--- src/rtl/if_stage_if.sv ---
// Instruction-memory bus between the fetch stage and a combinational-read
// instruction memory.
interface if_stage_if;
  logic [31:0] imem_addr;
  logic [31:0] imem_data;

  modport master (output imem_addr, input imem_data);
  modport slave  (input imem_addr, output imem_data);
endinterface

--- src/rtl/if_stage.sv ---
// Instruction-fetch stage: PC register, IF/ID pipeline register and fetch
// counter, with branch redirect/flush resolved against the IF/ID instruction.
module if_stage #(
  parameter logic [31:0] RESET_PC  = 32'h0000_0000,
  parameter logic [31:0] NOP_INSTR = 32'h0000_0000
) (
  input  logic         clk,
  input  logic         rst,
  input  logic         stall,
  input  logic         branch,
  input  logic         zero,
  input  logic [31:0]  br_offset,
  if_stage_if.master   imem,
  output logic [31:0]  instr_id,
  output logic [31:0]  pc_plus4_id,
  output logic         valid_id,
  output logic [5:0]   op_id,
  output logic [5:0]   funct_id,
  output logic [31:0]  fetch_count
);

  logic [31:0] pc_q,    pc_d;
  logic [31:0] instr_q, instr_d;
  logic [31:0] pc4_q,   pc4_d;
  logic        valid_q, valid_d;
  logic [31:0] count_q, count_d;

  logic        taken;
  logic [31:0] target;
  logic [31:0] pc_plus4;

  // A bubble in IF/ID can never redirect, whatever branch/zero say.
  assign taken    = branch & zero & valid_q;
  // Word offset to byte offset; the top two offset bits fall off the shift.
  assign target   = pc4_q + (br_offset << 2);
  assign pc_plus4 = pc_q + 32'd4;

  always_comb begin
    pc_d    = pc_q;
    instr_d = instr_q;
    pc4_d   = pc4_q;
    valid_d = valid_q;
    count_d = count_q;
    if (taken) begin
      pc_d    = target;
      instr_d = NOP_INSTR;
      valid_d = 1'b0;
    end else if (!stall) begin
      pc_d    = pc_plus4;
      instr_d = imem.imem_data;
      pc4_d   = pc_plus4;
      valid_d = 1'b1;
      count_d = count_q + 32'd1;
    end
  end

  always_ff @(posedge clk) begin
    if (rst) begin
      pc_q    <= RESET_PC;
      instr_q <= 32'h0;
      pc4_q   <= 32'h0;
      valid_q <= 1'b0;
      count_q <= 32'h0;
    end else begin
      pc_q    <= pc_d;
      instr_q <= instr_d;
      pc4_q   <= pc4_d;
      valid_q <= valid_d;
      count_q <= count_d;
    end
  end

  assign imem.imem_addr = pc_q;
  assign instr_id       = instr_q;
  assign pc_plus4_id    = pc4_q;
  assign valid_id       = valid_q;
  assign op_id          = instr_q[31:26];
  assign funct_id       = instr_q[5:0];
  assign fetch_count    = count_q;

endmodule
--- src/flat_wrapper.sv ---
// flat-port wrapper written by rule: the top's interface ports become plain ports
module if_stage_flat 
#(
  parameter logic [31:0] RESET_PC  = 32'h0000_0000,
  parameter logic [31:0] NOP_INSTR = 32'h0000_0000
)
  (clk, rst, stall, branch, zero, br_offset, instr_id, pc_plus4_id, valid_id, op_id, funct_id, fetch_count, imem_imem_addr, imem_imem_data);
  if_stage_if imem_i ();
  input  logic clk;
  input  logic rst;
  input  logic stall;
  input  logic branch;
  input  logic zero;
  input  logic [31:0] br_offset;
  output logic [31:0] instr_id;
  output logic [31:0] pc_plus4_id;
  output logic valid_id;
  output logic [5:0] op_id;
  output logic [5:0] funct_id;
  output logic [31:0] fetch_count;
  output wire logic [$bits(imem_i.imem_addr)-1:0] imem_imem_addr;
  input wire logic [$bits(imem_i.imem_data)-1:0] imem_imem_data;
  assign imem_imem_addr = imem_i.imem_addr;
  assign imem_i.imem_data = imem_imem_data;
  if_stage #(.RESET_PC(RESET_PC), .NOP_INSTR(NOP_INSTR)) u_core (.clk(clk), .rst(rst), .stall(stall), .branch(branch), .zero(zero), .br_offset(br_offset), .imem(imem_i), .instr_id(instr_id), .pc_plus4_id(pc_plus4_id), .valid_id(valid_id), .op_id(op_id), .funct_id(funct_id), .fetch_count(fetch_count));
endmodule
--- config.mk ---
export PLATFORM = sky130hd
export DESIGN_NAME = if_stage_flat
export DESIGN_NICKNAME = d
export VERILOG_FILES = /design/src/rtl/if_stage_if.sv /design/src/rtl/if_stage.sv /design/src/flat_wrapper.sv
export SDC_FILE = /design/constraint.sdc
export NUM_CORES = 1
export LEC_CHECK = 0
export CAP_MARGIN = 20
export CORE_MARGIN = 2
export CORE_UTILIZATION = 45
export CTS_BUF_LIST = sky130_fd_sc_hd__clkbuf_8
export DETAILED_ROUTE_END_ITERATION = 10
export PLACE_DENSITY = 0.8
export SETUP_SLACK_MARGIN = 0.2
export SYNTH_ARGS = -nofsm -noshare
export SYNTH_HDL_FRONTEND = slang
export SYNTH_SLANG_ARGS = --single-unit
--- constraint.sdc ---
create_clock -name clk -period 3.2 [get_ports clk]
set_input_delay 0.96 -clock clk [delete_from_list [all_inputs] [get_ports clk]]
set_output_delay 0.96 -clock clk [all_outputs]
set_load 0.1 [all_outputs]
After elaboration in Yosys (flattened, before gate mapping)
Index checks and enable logic that the tools add are counted.
{"block": "op_classes", "muxes": 2, "bitwise": 4, "shifts": 0, "mul": 0, "add_sub_neg": 3, "n_reduce_logical": 2, "eq_ne": 1, "div_mod_pow": 0, "magnitude_cmp": 0}
{"op": "$mux W32", "n": 2}
{"op": "$add A32 B1 Y32 const B", "n": 1}
{"op": "$add A32 B3 Y32 const B", "n": 1}
{"op": "$add A32 B32 Y32", "n": 1}
{"op": "$and A1 B1 Y1", "n": 2}
{"op": "$ne A2 B1 Y1 const B", "n": 1}
{"op": "$not A1 Y1", "n": 2}
{"op": "$reduce_and A2 Y1", "n": 1}
{"op": "$reduce_or A2 Y1", "n": 1}
{"block": "word_totals", "romBits": 0, "input_bits": 69, "mem_count": 0, "elab_cells": 17, "ramBits": 0, "latch_bits": 0, "out_inout_bits": 141, "reg_bits": 129}

Logic depth before layout (Yosys ltp)
Gate-level depths: netlist of the first run.
{"block": "depth", "word_depth": 4, "mapped_depth": 11, "ltp_nobuf": 11}

Least setup slack after synthesis of the first run
No wires, ideal clock.
{"block": "synth_timing", "path_kind": "in2reg", "from": "input port br_offset[0]", "to": "register u_core.pc_q[30] (netlist: u_core.imem.imem_addr[30])", "t_required_ns": 3.130, "n_path_buf": 0, "setup_ns": 0.070, "path_stages": 11, "arrival_time_ns": 3.287, "path_slack_ns": -0.158, "path_cell_list": "ha_1 fa_1 a211oi_1 o21ai_0 and3b_1 o31ai_1 o21ai_0 a41oi_1 xnor2_1 nand2_1 a21oi_1"}
{"block": "synth_between", "elab_chain_len": 2}
{"item": "from (decl)", "line_no": "flat_wrapper.sv:14", "source": "input logic [31:0] br_offset;"}
{"item": "$add A32 B32 Y32", "line_no": "if_stage.sv:35", "source": "assign target = pc4_q + (br_offset << 2);"}
{"item": "$mux W32", "line_no": "if_stage.sv:44", "source": "if (taken) begin"}
{"item": "to (signal assigned)", "line_no": "if_stage.sv:65", "source": "pc_q <= pc_d;"}
{"item": "to (decl)", "line_no": "if_stage.sv:22", "source": "logic [31:0] pc_q, pc_d;"}
Every way passes these cells.
A chain may end at the register's enable or synchronous reset.

Worst setup path in the final report of the first run
{"block": "layout_timing", "from": "input port br_offset[0]", "to": "register u_core.pc_q[26] (netlist: u_core.imem.imem_addr[26])"}
Same word-level chain as after synthesis.

==> results of run 1 <==
## Yosys cell counts (2+ instances only)
cell | count | area (sq um)
clkbuf_1 | 31 | 116
nand4_2 | 2 | 25.0
nand3_1 | 23 | 115
o211ai_1 | 2 | 15.0
buf_1 | 5 | 18.8
o32a_1 | 2 | 20.0
buf_4 | 14 | 105
a311oi_1 | 2 | 17.5
xor2_1 | 50 | 438
and3_1 | 17 | 106
mux2i_1 | 33 | 330
nor4_1 | 3 | 18.8
o21a_1 | 5 | 37.5
nor2_1 | 141 | 529
nand4_1 | 10 | 62.6
a21o_1 | 18 | 135
nor3_1 | 10 | 50.1
and4_1 | 3 | 26.3
o21bai_1 | 2 | 15.0
nor2b_1 | 7 | 43.8
inv_1 | 10 | 37.5
a21oi_1 | 44 | 220
ha_1 | 31 | 388
o21ai_0 | 23 | 115
and2_1 | 6 | 37.5
xnor2_1 | 48 | 420
o31ai_2 | 2 | 25.0
nand2b_1 | 4 | 25.0
a31oi_1 | 4 | 25.0
nand2_1 | 58 | 218
or3_1 | 13 | 81.3
o22ai_1 | 5 | 31.3
a211oi_1 | 49 | 368
dfxtp_1 | 129 | 2580
o31ai_1 | 3 | 22.5
or2_2 | 3 | 18.8
## flip-flops by register name, indices dropped and copies added (netlist names)
| register | count |
|---|---|
| u_core.instr_id | 32 |
| u_core.imem.imem_addr | 32 |
| u_core.fetch_count | 32 |
| u_core.valid_id | 1 |
| u_core.pc_plus4_id | 32 |
## layout make-up
cell class / instances / area [sq um]
Sequential cell: 129 / 2590
Inverter: 10 / 37.5
Clock inverter: 15 / 158
Multi-Input combinational cell: 647 / 4580
Fill cell: 1284 / 5130
Timing Repair Buffer: 290 / 2320
Tap cell: 211 / 264
Clock buffer: 17 / 234
## per-stage QoR
stage               TNS (ns)  worst slack, ns  cell area, sq um  utilization [%]
floorplan                  0            0.186              7240                -
global placement       -6.75           -0.553              9480             61.9
detailed placement     -7.09           -0.574              9480             61.9
CTS                        0            0.201              9990             65.2
global route               0            0.138             10200             66.5
finish                     0            0.257             10200             66.5
## power breakdown
part	internal (mW)	switching, mW	leakage [nW]	total [mW]
clock	0.700	0.714	0.195	1.41
combinational	0.500	1.01	3.19	1.51
sequential	1.68	0.0820	1.06	1.76
## cells by family (layout without fill, tap and decap cells)
group / Yosys count / count (layout) / synth area share (%)
buffers and inverters: 60 / 332 / 3.90
and+or+nand+nor: 308 / 308 / 20.1
adders and majority gates: 32 / 32 / 5.73
AOI/OAI and AO/OA: 176 / 176 / 17.4
muxes: 33 / 33 / 4.64
xor gates and xnor gates: 98 / 98 / 12.1
DFF: 129 / 129 / 36.3
## worst max-delay path, stage by stage
cell,delay (ns)
buf_2,0.11
ha_4,0.16
fa_2,0.37
a211oi_2,0.26
o21ai_1,0.13
and3b_2,0.27
o311ai_4,0.29
nand2_2,0.12
a31o_4,0.28
xnor2_2,0.13
a211oi_1,0.21
## repair_timing
| item | in CTS | in global routing |
|---|---|---|
| pin swaps | 30 | 29 |
| gates resized for setup | 30 | 33 |
| buffers inserted | 5 | 11 |
| setup endpoints to repair | 13 | 10 |
## routing by layer
layer	up-vias	routed length, microns	GRT usage [%]
met2	245	9850	38.4
met4	0	338	7.53
li1	3470	-	-
met1	3233	9010	31.2
met5	-	0	0
met3	29	1220	5.58
## how the worst max path moves through the flow
stage	to	slack (ns)
after floorplan	u_core.imem.imem_addr[28]$_SDFFE_PP0N_	0.19
after global placement	u_core.imem.imem_addr[28]$_SDFFE_PP0N_	-0.55
after detailed placement	u_core.imem.imem_addr[28]$_SDFFE_PP0N_	-0.57
after CTS	u_core.imem.imem_addr[27]$_SDFFE_PP0N_	0.20
after global routing	u_core.imem.imem_addr[27]$_SDFFE_PP0N_	0.14
final	u_core.imem.imem_addr[26]$_SDFFE_PP0N_	0.26
==> impl_metrics.yaml, run 1 <==
layout:
  final_common_cell: "buf_4"
  fin_nets: 1196
  stdcell_count: 1319
  syn2layout_area_growth_pct: 43.0
  n_antenna_cell: 0
  final_cell_mix: "buf_4 (223), nor2_1 (139), dfxtp_1 (120), nand2_1 (55)"
  drive_gt1_share_pct: 29.2
floorplan:
  die_w_microns: 130
  dieArea_sq_um: 16800
  start_util_pct: 46.5
  row_count: 45
  core_area_sq_um: 15300
  io_pins: 210
  fp.dieH_microns: 130
critical_path:
  worstPathArrival_ns: 3.30
  end_kind: "flip-flop"
  timing.rr.end: "u_core.imem.imem_addr[26]$_SDFFE_PP0N_"
  start_kind: "input pin"
  worstRegToRegCells: 10
  rrSetupSlack_ns: 0.51
  startpoint: "br_offset[0]"
  timing.rr.start: "u_core.pc_plus4_id[2]$_SDFFE_PP0P_"
  path_class: "input pin to flip-flop"
  required_ns: 3.56
  path_max_fanout: 3
cts:
  cts_buffer_depth: 2
  cts.sinks: 129
  cts_made_buffers: 17
  cts_max_level: 4
  cts_root_buf: "clkbuf_8"
  cts_tree: "built"
  hold_buffers: 0
  clk_pin_slew_ns: 0.07
  insertion_delay_ns: 0.44
routing:
  drt-total-wl_microns: 20400
  drc: 0
  ant_nets: 0
  routedWlPerCell_microns: 15.5
  vias_per_cell: 5.29
  dr_total_vias: 6977
  drt_iter0_markers: 397
  dr.pass1.iters: 5
power:
  p_leak_nw: 4.44
  total_power_mw: 4.68
  ir_worst_vdd_uv: 387
  powerDensity_nw_per_um2: 460
sta:
  slew_headroom_pct: 58.1
  period_needed_ns: 2.94
  maxSlewViolCount: 0
  period_share_pct: 92.0
  clock.fmax_ghz: 0.340
  setup_viol: 0
  finClkSkew_ns: 0.0119
  worst_slew_pin_slew_ns: 0.629
  hold_viol: 0
  rsz0062_at_grt: "true"
  timing.hold.ws_ns: 0.480
status:
  status: "finished clean"
placed_design:
  port_buffers: 207
  hpwlAfterDp_microns: 14500
  dp.cells: 1271
  gp_congestion: 0.917
global_routing:
  grt_pass1_vias: 6428
  grt_max_degree: 63
  antenna_found_initial: 0
  overflow: 0
  grt_pass1_wl_microns: 31700
  grt_util_all_layers_pct: 23.6
yosys:
  yosysWarnings: 0
  synth_ff_type: "dfxtp_1"
  syn_area_sq_um: 7120
  seq_area_frac_synth_pct: 36.3
  syn_inst: 836
  ys_types: 60
  ys_ff_latch: 129
  synth_fp_nets: 937
  synth_edf_count: 0
  async_reset_ff_share_pct: 0
  syn_avg_cell_area_sq_um: 8.52
hold_path:
  hold_path.class: "flip-flop to flip-flop"
  hold_end: "u_core.imem.imem_addr[1]$_SDFFE_PP0P_"
  hp-start: "u_core.pc_plus4_id[1]$_SDFFE_PP0P_"
  holdPathStages: 2
flow_run:
  maxCapViolations: 0
Power figures use the tool's default switching activity.
==> run 2, diff against run 1 <==
--- a/config.mk
+++ b/config.mk
@@ -7,11 +7,11 @@
 export LEC_CHECK = 0
 export CAP_MARGIN = 20
 export CORE_MARGIN = 2
-export CORE_UTILIZATION = 45
-export CTS_BUF_LIST = sky130_fd_sc_hd__clkbuf_8
+export CORE_UTILIZATION = 43
+export CTS_BUF_LIST = sky130_fd_sc_hd__clkbuf_16
 export DETAILED_ROUTE_END_ITERATION = 10
-export PLACE_DENSITY = 0.8
-export SETUP_SLACK_MARGIN = 0.2
+export GPL_ROUTABILITY_DRIVEN = 0
+export PLACE_DENSITY = 0.77
 export SYNTH_ARGS = -nofsm -noshare
 export SYNTH_HDL_FRONTEND = slang
 export SYNTH_SLANG_ARGS = --single-unit
==> run 2 against run 1 <==
Critical endpoint is now u_core.imem.imem_addr[28]$_SDFFE_PP0N_. Largest power group is now the clock network. Critical path depth fell by 1. Largest cell class unchanged. Sequential share of layout area shrank 0.45 points. Core utilization is 3.5 points lower. Die area grew 4.5%. Cell count grew 0.53%. Total power grew 13%. Flip-flop and latch count is the same. Worst setup slack worse by 0.18 ns.
==> impl_metrics.yaml, run 2 (synthesized netlist as in run 1, its figures left out) <==
routing:
  drt_iter0_markers: 439
  routedWlPerCell_microns: 15.7
  vias_per_cell: 5.26
  drt-total-wl_microns: 20800
  drc: 0
  ant_nets: 0
  dr.pass1.iters: 5
  dr_total_vias: 6974
cts:
  cts_made_buffers: 17
  insertion_delay_ns: 0.43
  cts.sinks: 129
  cts_buffer_depth: 2
  clk_pin_slew_ns: 0.06
  cts_root_buf: "clkbuf_16"
  cts_tree: "built"
  cts_max_level: 4
  hold_buffers: 0
critical_path:
  slowest_delay_ns: 0.52
  crit_chain: "clkdlybuf4s50_1 -> ha_4 -> a211oi_4 -> o21ai_2 -> and3b_2 -> o311ai_4 -> nand2_2 -> a31o_4 -> nor4_4 -> o32ai_2"
  cpMaxStageDelayCell: "clkdlybuf4s50_1"
  path_class: "input pin to flip-flop"
  start_kind: "input pin"
  worstRegToRegCells: 10
  required_ns: 3.49
  timing.rr.end: "u_core.imem.imem_addr[28]$_SDFFE_PP0N_"
  path_max_fanout: 3
  timing.rr.start: "u_core.pc_plus4_id[2]$_SDFFE_PP0P_"
  end_kind: "flip-flop"
  worstPathArrival_ns: 3.42
  rrSetupSlack_ns: 0.40
hold_path:
  hold_end: "u_core.imem.imem_addr[1]$_SDFFE_PP0P_"
  hp-start: "u_core.imem.imem_addr[1]$_SDFFE_PP0P_"
  holdPathStages: 2
  hold_path.class: "flip-flop to flip-flop"
sta:
  fin_ws_ns: 0.0730
  hold_viol: 0
  period_share_pct: 97.7
  worst_slew_pin_slew_ns: 0.831
  finClkSkew_ns: 0.00813
  fin_setup_tns_ns: 0
  period_needed_ns: 3.13
  setup_viol: 0
  clock.fmax_ghz: 0.320
  maxSlewViolCount: 0
  slew_headroom_pct: 44.6
floorplan:
  dieArea_sq_um: 17600
  start_util_pct: 43.4
  die_w_microns: 133
  fp.dieH_microns: 133
  io_pins: 210
  row_count: 47
  core_area_sq_um: 16400
placed_design:
  hpwlAfterDp_microns: 14600
  port_buffers: 207
  postPlaceCellArea_sq_um: 9470
  dp_slack_ns: -0.770
global_routing:
  grt_pass1_wl_microns: 33100
  grt_use_met1_pct: 30.2
  overflow: 0
  top_usage_layer: "met2"
  gr-usage-met2_pct: 38.3
  grt_util_all_layers_pct: 23.1
  use_met3_pct: 4.18
  antenna_found_initial: 1
  grt_pass1_vias: 6586
  grt_max_degree: 76
power:
  total_power_mw: 5.29
  ir_worst_vdd_uv: 364
  p_leak_nw: 4.54
  powerDensity_nw_per_um2: 512
flow_run:
  maxCapViolations: 0
layout:
  final_common_cell: "buf_4"
  syn2layout_area_growth_pct: 45.2
  fin_nets: 1194
  final_cell_mix: "buf_4 (220), nor2_1 (139), dfxtp_1 (125), clkdlybuf4s50_1 (59), nand2_1 (56)"
  postLayoutCellArea_sq_um: 10300
  drive_gt1_share_pct: 27.1
status:
  status: "finished clean"
run 2: cell types whose count changed in the layout (fill, tap and decap cells not counted), sizes merged:
cell	change
dlygate4sd2	+1
clkbuf	-4
clkinv	+3
buf	-3
clkdlybuf4s50	+9
inv	-3
diode	+1
clkdlybuf4s15	-3
dlymetal6s2s	-2
bufinv	+1
clkinvlp	-2
run 2: layout make-up:
type	instances	area (sq um)
flip-flops and latches	129	2590
multi-input cells	647	4480
well taps	220	275
fillers	1368	6070
inverters	10	37.5
diodes	1	2.50
repair buffers	288	2340
clock inverters	14	181
clock buffers	17	425
run 2: worst max path at each step:
| stage | slack (ns) | start | endpoint |
|---|---|---|---|
| floorplan | 0.009 | br_offset[0] | u_core.imem.imem_addr[26]$_SDFFE_PP0N_ |
| global placement | -0.71 | br_offset[0] | u_core.imem.imem_addr[28]$_SDFFE_PP0N_ |
| detailed placement | -0.77 | br_offset[0] | u_core.imem.imem_addr[28]$_SDFFE_PP0N_ |
| CTS | 0.01 | br_offset[0] | u_core.imem.imem_addr[26]$_SDFFE_PP0N_ |
| global route | -0.0006 | br_offset[6] | u_core.imem.imem_addr[27]$_SDFFE_PP0N_ |
| finish | 0.07 | br_offset[2] | u_core.imem.imem_addr[28]$_SDFFE_PP0N_ |
run 2: metrics by stage:
step / hold WS [ns] / cells / util (%)
6_report: 0.475 / 1326 / 63.0
5_1_grt: 0.487 / 1326 / 63.0
2_1_floorplan: 0.446 / 836 / -
3_3_place_gp: 0.455 / 1288 / 57.7
3_5_place_dp: 0.468 / 1288 / 57.7
4_1_cts: 0.478 / 1321 / 62.0
run 2: layer usage:
layer / up-vias / part of all wire, %
li1: 3457 / -
met1: 3283 / 45
met2: 206 / 48
met3: 28 / 5.1
met4: 0 / 2.0
met5: - / 0
run 2: worst max-delay path, delay by kind of cell:
| family | cells | cell delay (ns) |
|---|---|---|
| buffers and inverters | 1 | 0.52 |
| and+or+nand+nor | 3 | 0.63 |
| AOI/OAI and AO/OA | 5 | 1.06 |
| adders and majority gates | 1 | 0.23 |
run 2: timing repair:
action / CTS / global route
resized for setup: 17 / 25
setup buffers: 2 / 4
cloned: 0 / 0
pin swaps: 13 / 26
endpoints found under the setup margin: 8 / 11
run 2: where the power goes:
| group | leakage (nW) | switching [mW] | internal, mW | total, mW |
|---|---|---|---|---|
| logic | 3.19 | 1.00 | 0.493 | 1.50 |
| registers | 1.06 | 0.0777 | 1.68 | 1.76 |
| clock network | 0.294 | 0.801 | 1.23 | 2.03 |
| total | 4.54 | 1.88 | 3.41 | 5.29 |
==> run 3, diff against run 2 <==
--- a/config.mk
+++ b/config.mk
@@ -11,6 +11,7 @@
 export CTS_BUF_LIST = sky130_fd_sc_hd__clkbuf_16
 export DETAILED_ROUTE_END_ITERATION = 10
 export GPL_ROUTABILITY_DRIVEN = 0
+export GPL_TIMING_DRIVEN = 0
 export PLACE_DENSITY = 0.77
 export SYNTH_ARGS = -nofsm -noshare
 export SYNTH_HDL_FRONTEND = slang
==> run 3 against run 2 <==
Hold slack worse by 0.0063 ns. Cell area grew 1.3%. Sequential power hardly changed. Via count increased by 1.7%. Global-route usage increased by 1.8 points. Clock power decreased by 9.9%. Sequential share of layout area is 0.33 points lower. Critical path type unchanged. Die area unchanged. Largest power group unchanged.
==> impl_metrics.yaml, run 3 (synthesized netlist as in run 1, its figures left out) <==
status:
  status: "finished clean"
placed_design:
  postPlaceCellArea_sq_um: 9470
  hpwlAfterDp_microns: 16100
  dp_slack_ns: -0.885
  port_buffers: 205
  dp.cells: 1261
cts:
  cts_max_level: 4
  cts_buffer_depth: 2
  insertion_delay_ns: 0.42
  clk_pin_slew_ns: 0.06
  cts_root_buf: "clkbuf_16"
  cts_tree: "built"
  cts.sinks: 129
  cts_made_buffers: 17
  hold_buffers: 0
critical_path:
  path_class: "input pin to flip-flop"
  worstPathArrival_ns: 3.48
  end_kind: "flip-flop"
  start_kind: "input pin"
  rrSetupSlack_ns: 0.51
  path_max_fanout: 3
  required_ns: 3.55
sta:
  worst_slew_pin_slew_ns: 1.03
  slew_headroom_pct: 31.0
  period_share_pct: 98.0
  hold_viol: 0
  finClkSkew_ns: 0.00731
  clock.fmax_ghz: 0.319
  setup_viol: 0
  maxSlewViolCount: 0
  fin_ws_ns: 0.0626
  period_needed_ns: 3.14
routing:
  routedWlPerCell_microns: 17.1
  dr.pass1.iters: 5
  dr_total_vias: 7093
  drc: 0
  ant_nets: 0
  vias_per_cell: 5.40
  drt-total-wl_microns: 22400
  drt_iter0_markers: 430
flow_run:
  maxCapViolations: 0
power:
  powerDensity_nw_per_um2: 486
  ir_worst_vdd_uv: 402
  p_leak_nw: 4.06
global_routing:
  grt_util_all_layers_pct: 24.9
  grt_max_degree: 17
  overflow: 0
  antenna_found_initial: 0
  grt_pass1_vias: 6720
  grt_pass1_wl_microns: 35000
floorplan:
  core_area_sq_um: 16400
  io_pins: 210
  dieArea_sq_um: 17600
  die_w_microns: 133
  row_count: 47
  start_util_pct: 43.4
  fp.dieH_microns: 133
layout:
  final_cell_mix: "clkdlybuf4s50_1 (194), nor2_1 (139), dfxtp_1 (125), nand2_1 (56), xor2_1 (50)"
  n_antenna_cell: 0
  finish.utilization_pct: 63.8
  final_common_cell: "clkdlybuf4s50_1"
  syn2layout_area_growth_pct: 47.1
  drive_gt1_share_pct: 11.0
  fin_nets: 1182
  postLayoutCellArea_sq_um: 10500
  stdcell_count: 1314
hold_path:
  hold_path.class: "flip-flop to flip-flop"
run 3: final cells by class:
type                       instances  area (sq um)
tap                              220           275
clock buffer                      17           425
sequential                       129          2590
buffer                            49           236
multi-input combinational        647          4570
clock inverter                    15           123
fill                            1369          5930
inverter                          10          37.5
timing repair buffer             227          2220
run 3: routing by layer:
| metal | wire (microns) | vias up | GRT usage (%) |
|---|---|---|---|
| met2 | 10700 | 252 | 40.4 |
| met1 | 9980 | 3389 | 32.2 |
| met4 | 391 | 0 | 9.08 |
| met3 | 1400 | 29 | 6.05 |
| li1 | - | 3423 | - |
| met5 | 0 | - | 0 |
run 3: worst max-delay path, cell delays in order:
cell           delay, ns
dlygate4sd2_1       0.24
ha_2                0.20
fa_2                0.38
a211oi_2            0.24
o21ai_2             0.09
and3b_2             0.25
buf_4               0.16
o31ai_4             0.25
o21ai_2             0.12
a41oi_2             0.17
xnor2_1             0.17
nand2_1             0.10
a21oi_1             0.15
run 3: worst paths after layout:
kind / startpoint / end / cells after the start
min: u_core.pc_plus4_id[1]$_SDFFE_PP0P_ / u_core.imem.imem_addr[1]$_SDFFE_PP0P_ / 2
max: br_offset[0] / u_core.imem.imem_addr[30]$_SDFFE_PP0N_ / 13
max reg2reg: u_core.pc_plus4_id[2]$_SDFFE_PP0P_ / u_core.imem.imem_addr[30]$_SDFFE_PP0N_ / 12
min reg2reg: u_core.pc_plus4_id[1]$_SDFFE_PP0P_ / u_core.imem.imem_addr[1]$_SDFFE_PP0P_ / 2
run 3: per-stage QoR:
| step | power (mW) | hold WS [ns] | TNS, ns |
|---|---|---|---|
| final | 5.09 | 0.468 | 0 |
| after floorplan | 2.81 | 0.446 | 0 |
| after CTS | 5.07 | 0.470 | 0 |
| after detailed placement | 3.19 | 0.464 | -14.72 |
| after global placement | 3.18 | 0.454 | -13.82 |
| after global routing | 5.27 | 0.491 | -0.0206 |
run 3: power by group:
part	switching, mW	total, mW	internal [mW]
combinational	1.02	1.51	0.486
sequential	0.0824	1.76	1.68
clock	0.766	1.83	1.06
total	1.87	5.09	3.23
run 3: what timing repair did:
item,CTS,global route
setup endpoints to repair,15,18
buffers inserted,13,9
pin swaps,27,20
hold endpoints to repair,0,0
resized for setup,32,28
